<file path="src/rtl/mc_core_ctrl.sv">
// Multi-cycle RV32 control sequencer: FETCH/DECODE/EXEC/MEM/WB/TRAP with req/ready memory handshakes.
// Latency 3-5 cycles per instruction plus memory wait; a memory ready held low past the timeout traps.
module mc_core_ctrl #(
    parameter int CNT_WIDTH      = 32,
    parameter int TIMEOUT_CYCLES = 16
) (
    input  logic                 clk,
    input  logic                 rst,
    input  logic [6:0]           opcode,
    input  logic [2:0]           funct3,
    input  logic                 zero,
    input  logic                 imem_ready,
    input  logic                 dmem_ready,
    output logic                 imem_req,
    output logic                 ir_write,
    output logic                 pc_write,
    output logic                 pc_src,
    output logic [1:0]           alu_src_a,
    output logic [1:0]           alu_src_b,
    output logic [1:0]           alu_op,
    output logic                 dmem_req,
    output logic                 dmem_we,
    output logic [1:0]           result_src,
    output logic                 reg_write,
    output logic [2:0]           state,
    output logic                 trap,
    output logic [1:0]           trap_cause,
    output logic [CNT_WIDTH-1:0] retired
);
    typedef enum logic [2:0] {
        S_FETCH  = 3'd0,
        S_DECODE = 3'd1,
        S_EXEC   = 3'd2,
        S_MEM    = 3'd3,
        S_WB     = 3'd4,
        S_TRAP   = 3'd5
    } state_t;

    localparam logic [6:0] OP_R   = 7'b0110011;
    localparam logic [6:0] OP_I   = 7'b0010011;
    localparam logic [6:0] OP_LD  = 7'b0000011;
    localparam logic [6:0] OP_ST  = 7'b0100011;
    localparam logic [6:0] OP_BR  = 7'b1100011;
    localparam logic [6:0] OP_JAL = 7'b1101111;

    localparam int WW = (TIMEOUT_CYCLES > 1) ? $clog2(TIMEOUT_CYCLES) : 1;
    localparam logic [WW-1:0] WAIT_LAST = WW'((TIMEOUT_CYCLES > 0) ? TIMEOUT_CYCLES - 1 : 0);

    state_t                 state_q, state_d;
    logic [WW-1:0]          wait_q, wait_d;
    logic                   trap_q;
    logic [1:0]             cause_q, cause_d;
    logic [CNT_WIDTH-1:0]   retired_q;
    logic                   retire;
    logic                   timed_out;
    logic                   imem_req_c, ir_write_c, pc_write_c, dmem_req_c, dmem_we_c, reg_write_c;

    assign timed_out = (TIMEOUT_CYCLES > 0) && (wait_q == WAIT_LAST);

    always_comb begin
        state_d     = state_q;
        wait_d      = wait_q;
        cause_d     = cause_q;
        retire      = 1'b0;
        imem_req_c  = 1'b0;
        ir_write_c  = 1'b0;
        pc_write_c  = 1'b0;
        dmem_req_c  = 1'b0;
        dmem_we_c   = 1'b0;
        reg_write_c = 1'b0;
        pc_src      = 1'b0;
        alu_src_a   = 2'd0;
        alu_src_b   = 2'd0;
        alu_op      = 2'b00;
        result_src  = 2'd0;
        case (state_q)
            S_FETCH: begin
                imem_req_c = 1'b1;
                if (imem_ready) begin
                    ir_write_c = 1'b1;
                    pc_write_c = 1'b1;
                    state_d    = S_DECODE;
                end else if (timed_out) begin
                    state_d = S_TRAP;
                    cause_d = 2'b10;
                end else begin
                    wait_d = wait_q + WW'(1);
                end
            end
            S_DECODE: begin
                case (opcode)
                    OP_R, OP_I, OP_LD, OP_ST, OP_JAL: state_d = S_EXEC;
                    OP_BR: begin
                        if (funct3 == 3'b000 || funct3 == 3'b001) begin
                            state_d = S_EXEC;
                        end else begin
                            state_d = S_TRAP;
                            cause_d = 2'b01;
                        end
                    end
                    default: begin
                        state_d = S_TRAP;
                        cause_d = 2'b01;
                    end
                endcase
            end
            S_EXEC: begin
                case (opcode)
                    OP_R: begin
                        alu_op  = 2'b10;
                        state_d = S_WB;
                    end
                    OP_I: begin
                        alu_src_b = 2'd1;
                        alu_op    = 2'b10;
                        state_d   = S_WB;
                    end
                    OP_LD, OP_ST: begin
                        alu_src_b = 2'd1;
                        state_d   = S_MEM;
                    end
                    OP_BR: begin
                        alu_op     = 2'b01;
                        pc_write_c = (funct3 == 3'b000) ? zero : !zero;
                        pc_src     = 1'b1;
                        retire     = 1'b1;
                        state_d    = S_FETCH;
                    end
                    OP_JAL: begin
                        pc_write_c = 1'b1;
                        pc_src     = 1'b1;
                        state_d    = S_WB;
                    end
                    default: state_d = S_FETCH;
                endcase
            end
            S_MEM: begin
                dmem_req_c = 1'b1;
                dmem_we_c  = (opcode == OP_ST);
                if (dmem_ready) begin
                    if (opcode == OP_LD) begin
                        state_d = S_WB;
                    end else begin
                        retire  = 1'b1;
                        state_d = S_FETCH;
                    end
                end else if (timed_out) begin
                    state_d = S_TRAP;
                    cause_d = 2'b11;
                end else begin
                    wait_d = wait_q + WW'(1);
                end
            end
            S_WB: begin
                reg_write_c = 1'b1;
                if (opcode == OP_LD)
                    result_src = 2'd1;
                else if (opcode == OP_JAL)
                    result_src = 2'd2;
                retire  = 1'b1;
                state_d = S_FETCH;
            end
            S_TRAP: state_d = S_TRAP;
            default: state_d = S_FETCH;
        endcase
        if (state_d != state_q)
            wait_d = '0;
    end

    always_ff @(posedge clk) begin
        if (rst) begin
            state_q   <= S_FETCH;
            wait_q    <= '0;
            trap_q    <= 1'b0;
            cause_q   <= 2'b00;
            retired_q <= '0;
        end else begin
            state_q <= state_d;
            wait_q  <= wait_d;
            cause_q <= cause_d;
            if (state_d == S_TRAP)
                trap_q <= 1'b1;
            if (retire)
                retired_q <= retired_q + CNT_WIDTH'(1);
        end
    end

    // Strobes are combinational, so gate them while reset is being applied mid-instruction.
    assign imem_req   = imem_req_c  & ~rst;
    assign ir_write   = ir_write_c  & ~rst;
    assign pc_write   = pc_write_c  & ~rst;
    assign dmem_req   = dmem_req_c  & ~rst;
    assign dmem_we    = dmem_we_c   & ~rst;
    assign reg_write  = reg_write_c & ~rst;
    assign state      = state_q;
    assign trap       = trap_q;
    assign trap_cause = cause_q;
    assign retired    = retired_q;
endmodule

</file>
<file path="config.mk">
export PLATFORM = sky130hd
export DESIGN_NAME = mc_core_ctrl
export DESIGN_NICKNAME = d
export VERILOG_FILES = /design/src/rtl/mc_core_ctrl.sv
export SDC_FILE = /design/constraint.sdc
export NUM_CORES = 1
export LEC_CHECK = 0
export BUFFER_PORTS_ARGS = -buffer_cell sky130_fd_sc_hd__buf_4
export CAP_MARGIN = 20
export CORE_MARGIN = 2
export CORE_UTILIZATION = 25
export CTS_BUF_LIST = sky130_fd_sc_hd__clkbuf_4
export CTS_CLUSTER_SIZE = 10
export DETAILED_ROUTE_END_ITERATION = 16
export GPL_ROUTABILITY_DRIVEN = 0
export MAX_ROUTING_LAYER = met4
export SYNTH_ARGS = -nofsm -noshare
export SYNTH_HDL_FRONTEND = slang
export SYNTH_SLANG_ARGS = --single-unit
</file>
<file path="constraint.sdc">
create_clock -name clk -period 3.2 [get_ports clk]
set_clock_uncertainty 0.05 [all_clocks]
set_input_delay 0.48 -clock clk [delete_from_list [all_inputs] [get_ports clk]]
set_output_delay 0.48 -clock clk [all_outputs]
set_load 0.02 [all_outputs]
</file>
* After elaboration in Yosys (flattened, before gate mapping)
Cells that the tools add are included.
Word-level totals: logic and storage cells 91, register bits 42, bits of input ports 15, output and inout bits 53
Operators by class: equal/unequal tests 21, reduce and logical (&&, ||, !) cells 15, $add $sub $neg 2, mux-type cells 41, bitwise logic cells 7
Operator list (count):
- 32-bit by 1-bit adder with 32-bit output (second input constant) | 1
- 2-bit two-way mux | 9
- 3-bit two-way mux | 5
- 3-bit one-hot mux with 5 select lines | 1
- 7-bit by 6-bit equality test with 1-bit output (second input constant) | 2
- 7-bit equality test (second input constant) | 2
- 1-bit two-way mux | 14
- 4-bit two-way mux | 3
- 3-bit one-hot mux with 2 select lines | 2
- 2-bit inequality test (second input constant) | 5
- 3-bit equality test (second input constant) | 3
- 2-bit one-hot mux with 2 select lines | 2
- 4-bit one-hot mux with 2 select lines | 1
- 2-bit OR reduction | 4
- 7-bit by 2-bit equality test with 1-bit output (second input constant) | 1
- 7-bit by 5-bit equality test with 1-bit output (second input constant) | 1
- 7-bit AND reduction | 1
- 1-bit bitwise AND | 6
- 3-bit by 1-bit equality test with 1-bit output (second input constant) | 2
- 3-bit by 2-bit equality test with 1-bit output (second input constant) | 2
- 3-bit logical NOT | 2
- 2-bit one-hot mux with 3 select lines | 1
- 3-bit OR reduction | 2
- 5-bit OR reduction | 1
- 12 further kinds | 13

* Longest topological paths before layout
depth in word-level cells 7, gate-level depth with buffers 8, gate-level depth less buffers 6

* Worst setup path before layout
No wires, ideal clock.
path kind register to output, from register state_q[1] (netlist: state[1]), to output pc_write, arrival time 2.123 ns, path buffers 1, path slack 0.547 ns, cell stages (with the launch flop) 7, cell sequence dfxtp_1 -> buf_2 -> nor3b_1 -> nand2b_1 -> nor2_1 -> a221oi_1 -> nor3_1
Between the ends: longest elaborated chain between the ends 3, elaborated cells between the ends (all ways) 4, classes of those cells 1 x eq/ne; 1 x mux; 1 x bitwise; 1 x reduce/logical
RTL lines:
- from (decl) | RTL line 49 | state_t state_q, state_d;
- from (signal assigned) | RTL line 178 | state_q <= state_d;
- 3-bit by 2-bit equality test with 1-bit output or 3-bit logical NOT (tied branches) | RTL line 76 | case (state_q)
- 1-bit one-hot mux with 2 select lines (*) | RTL line 76
- 1-bit bitwise AND (*) | RTL line 191 | assign pc_write = pc_write_c & ~rst;
- to (decl) | RTL line 16 | output logic pc_write,
Mark *: on every way between the ends. The rest lies on a longest branch, timed or not.

* Worst setup path after layout
from register state_q[1] (netlist: state[1]), to register retired_q[30] (netlist: retired[30])
Between the ends: longest elaborated chain between the ends 2, elaborated cells between the ends (all ways) 4, classes of those cells 3 x eq/ne; 1 x mux
RTL lines:
- 3-bit equality test or 3-bit by 2-bit equality test with 1-bit output (tied branches) | RTL line 76
- 1-bit one-hot mux with 3 select lines (*) | RTL line 76
- to (signal assigned) | RTL line 184 | retired_q <= retired_q + CNT_WIDTH'(1);
- to (decl) | RTL line 53 | logic [CNT_WIDTH-1:0] retired_q;
Marked as above. A chain may end at the register's enable or synchronous reset.

==> summary.txt <==
Worst setup path
  – Worst setup path startpoint: state[1]
  – Critical Path Slowest Stage Cell: sky130_fd_sc_hd__o41a_1
  – Start-to-end type of the worst setup path: reg -> reg
  – CP top delay family: compound AO/OA/AOI/OAI gates
  – Worst R2R Start: state[1]
  – Endpoint kind of the worst setup timing path: flip-flop
  – Kind of start point of the critical path: flip-flop
  – Critical R2R Capture: retired[30]
  – Slowest stage delay, CP: 0.66 ns
  – Critical Path Fanout Max: 18
  – Arrival time at the worst endpoint: between 2 and 3 ns
  – Reg2Reg Setup Slack: approximately 0.61 ns
  – Series of cell instances along the critical path: and4b_1 -> o41a_1 -> o21ai_2 -> or4_1 -> a21oi_1
  – Cell depth of the worst flop-to-flop path: 5
  – Required @ worst endpoint: 3.47 ns
  – Crit. path cell count: 5
  – Worst Setup EP: retired[30]
  – Buffers and inverters on the worst path: 0

Place
  – Quantity of I/O buffers inserted on ports: 64
  – Detail Placement HPWL: 5.01 mm
  – Number of placed instances with taps included: 478
  – Placed standard-cell area: 2990 sq um

Outcome
  – Result of the run: finished, final reports clean

Yosys
  – Most used flip-flop cell after synthesis: sky130_fd_sc_hd__dfxtp_1
  – Number of distinct library cell variants in the gate-level netlist after synthesis: 51
  – Count of warnings emitted by yosys: 0
  – Register area share after synthesis: 34.8%
  – Asr flop ratio synth: 0%
  – Post-Syn Instances: 300
  – Synthesized flop and latch total: 42
  – Syn_area_per_cell: 8.05 sq um
  – Number of flops mapped to enable cells by yosys: 0
  – Combined area of all synthesized cells: between 2000 and 2500 sq um

Clock tree
  – CTS tree: built
  – Clock latency of the later-clocked register in the worst-skew pair: roughly 0.37 ns
  – TritonCTS buffer count: 5
  – # hold bufs at CTS: 0
  – Postcts setup bufs: 0
  – Maximum number of buffers from clock root to sink: 2
  – Clock-pin slew reported for the worst setup and hold paths after clock tree synthesis: approximately 0.15 ns
  – Post-CTS sizing: 0
  – Clk root buf: sky130_fd_sc_hd__clkbuf_4
  – Number of H-tree levels: 2
  – Count of clock tree sinks: 42

Global routing
  – Global-route met3 utilization: 2.33%
  – Antenna violations before repair: 0
  – Largest net degree at the start of global routing: 45
  – Met1 global-route usage: between 10% and 20%
  – Peak-usage layer in the global routing report: met2
  – Met2 track demand over resource: 19.6%
  – GRT Util Overall: 13.3%
  – Vias in the first global route: between 2000 and 2500
  – Global route total overflow: 0
  – First-pass GRT wire length: about 11 mm

Final layout
  – Final non-filler cell area: 3070 sq um
  – Number of non-filler instances in the completed layout: about 500
  – Share of post-route cells with drive strength above 1: about 23%
  – Most frequent standard cell in the layout excluding fill and tap cells: sky130_fd_sc_hd__buf_4
  – Antenna cells: 0
  – Post-synthesis to final-layout area growth: 27.3%
  – Count of nets after finishing: roughly 370
  – Most used cells in the layout excluding fill and tap cells: sky130_fd_sc_hd__buf_4 (68), sky130_fd_sc_hd__dfxtp_1 (42), sky130_fd_sc_hd__nor2_1 (33)

Floorplanning
  – IO Pins: 68
  – Initial core utilization: 26.0%
  – Die X: 102 um
  – Total die area: between 10000 and 15000 sq um
  – Core Area: 9280 sq um
  – Number of placement rows: 35
  – Vert. Die Dim: a little over 100 um

Timing
  – Setup violators final: 0
  – Sum of negative setup slack: 0 ns
  – Period utilization: 81.1%
  – Clock period minus worst slack: around 2.6 ns
  – Maximum clock rate: around 0.39 GHz
  – Final hold viol count: 0
  – Max-slew headroom: 49.1%
  – Setup repair after global routing missed its margin: no
  – Worst-margin pin slew: around 0.76 ns
  – Final Slew Violations: 0

Route
  – Routed wire length: 6.75 mm
  – Count of unresolved DRC violations after routing: 0
  – Via-per-instance ratio: slightly above 5
  – DRT antenna net count: 0
  – Vias after detailed routing: around 2500
  – WL/cell: 13.9 um
  – First-pass iteration count of the detailed router: 4
  – Initial detailed-routing violation count: about 130

Pwr
  – Power density over the cells: 342 nW/um^2
  – Total leakage power: roughly 1.1 nW
  – Worst ir drop on vdd: around 110 uV

Worst hold path
  – Worst Hold Path Cells: 3
  – Worst min-delay path class: in -> reg

Job
  – Max-cap violations: 0
[stage by stage]
stage	setup slack (ns)	total power, W	hold WS (ns)	utilization, %
after global routing	0.411	0.00111	0.426	33.1
after CTS	0.636	0.00107	0.409	33.1
after floorplan	0.547	0.000657	0.471	-
after detailed placement	0.609	0.000713	0.411	32.2
final	0.606	0.00105	0.427	33.1
after global placement	0.640	0.000712	0.411	32.2
[cell usage after synthesis (2+ instances only)]
master	n	share of area [%]
sky130_fd_sc_hd__a21oi_1	24	5.0
sky130_fd_sc_hd__and2_1	3	0.78
sky130_fd_sc_hd__and3_1	5	1.3
sky130_fd_sc_hd__and4b_1	2	0.83
sky130_fd_sc_hd__buf_2	9	1.9
sky130_fd_sc_hd__buf_4	3	0.93
sky130_fd_sc_hd__clkbuf_1	8	1.2
sky130_fd_sc_hd__dfxtp_1	42	35
sky130_fd_sc_hd__ha_1	2	1.0
sky130_fd_sc_hd__inv_1	6	0.93
sky130_fd_sc_hd__nand2_1	15	2.3
sky130_fd_sc_hd__nand2b_1	5	1.3
sky130_fd_sc_hd__nand3_1	14	2.9
sky130_fd_sc_hd__nand3b_1	2	0.62
sky130_fd_sc_hd__nand4_1	7	1.8
sky130_fd_sc_hd__nor2_1	33	5.1
sky130_fd_sc_hd__nor2b_1	3	0.78
sky130_fd_sc_hd__nor3_1	12	2.5
sky130_fd_sc_hd__nor3b_1	2	0.62
sky130_fd_sc_hd__nor4_1	5	1.3
sky130_fd_sc_hd__o2111ai_1	8	2.9
sky130_fd_sc_hd__o211ai_1	7	2.2
sky130_fd_sc_hd__o21ai_0	13	2.7
sky130_fd_sc_hd__o221ai_1	2	0.73
sky130_fd_sc_hd__o31ai_1	7	2.2
sky130_fd_sc_hd__o41ai_1	2	0.73
sky130_fd_sc_hd__or3_1	11	2.9
sky130_fd_sc_hd__or4_1	6	1.9
sky130_fd_sc_hd__xnor2_1	4	1.5
sky130_fd_sc_hd__xor2_1	17	6.2
[worst register-to-register path, delay by kind of cell (launching register included)]
kind / cells / cell delay, ns
AO/OA/AOI/OAI: 3 / 1.10
flip-flops: 1 / 0.60
AND/OR/NAND/NOR: 2 / 0.80
[flip-flops by register name (all words and copies together), names as in the netlist]
signal,cells
wait_q,4
trap_cause,2
state,3
retired,32
trap,1
[cells by family (layout without fill, tap and decap cells)]
family / Yosys count / in the layout / synth area share, %
other: 1 / 3 / 0.155
buffers and inverters: 27 / 82 / 5.13
XOR/XNOR: 21 / 21 / 7.62
flip-flops: 42 / 42 / 34.8
AND/OR/NAND/NOR: 131 / 131 / 29.3
multiplexers: 1 / 1 / 0.415
AO/OA/AOI/OAI: 75 / 75 / 21.5
adder cells (fa/ha/maj): 2 / 2 / 1.04
[how the worst min path moves through the flow]
stage	startpoint	slack [ns]	end
global route	imem_ready	0.43	trap_cause[0]
detailed placement	trap_cause[0]	0.41	trap_cause[0]
floorplan	wait_q[1]	0.47	wait_q[1]
finish	imem_ready	0.43	trap_cause[0]
global placement	trap	0.41	trap
CTS	imem_ready	0.41	trap_cause[0]
[final cells by class]
| type | instances | area (sq um) |
|---|---|---|
| Fill cell | 993 | 6210 |
| Multi-Input combinational cell | 233 | 1460 |
| Sequential cell | 42 | 841 |
| Timing Repair Buffer | 68 | 510 |
| Tap cell | 129 | 161 |
| Clock inverter | 3 | 43.8 |
| Clock buffer | 5 | 37.5 |
| Inverter | 6 | 22.5 |
[power by group]
group          switching (W)  leakage, nW  internal (W)  total, W
Clock               0.000184       0.0456      0.000166  0.000350
Sequential         0.0000138        0.339      0.000534  0.000547
Combinational      0.0000938        0.739     0.0000606  0.000154
[layer usage]
layer / part of all wire, % / wire length (um) / up-vias
met5: 0 / 0 / -
met3: 5.4 / 364 / 10
met1: 48 / 3260 / 1146
li1: - / - / 1216
met2: 45 / 3010 / 79
met4: 1.8 / 119 / 0
No activity file was read; power rests on OpenSTA's default activity.
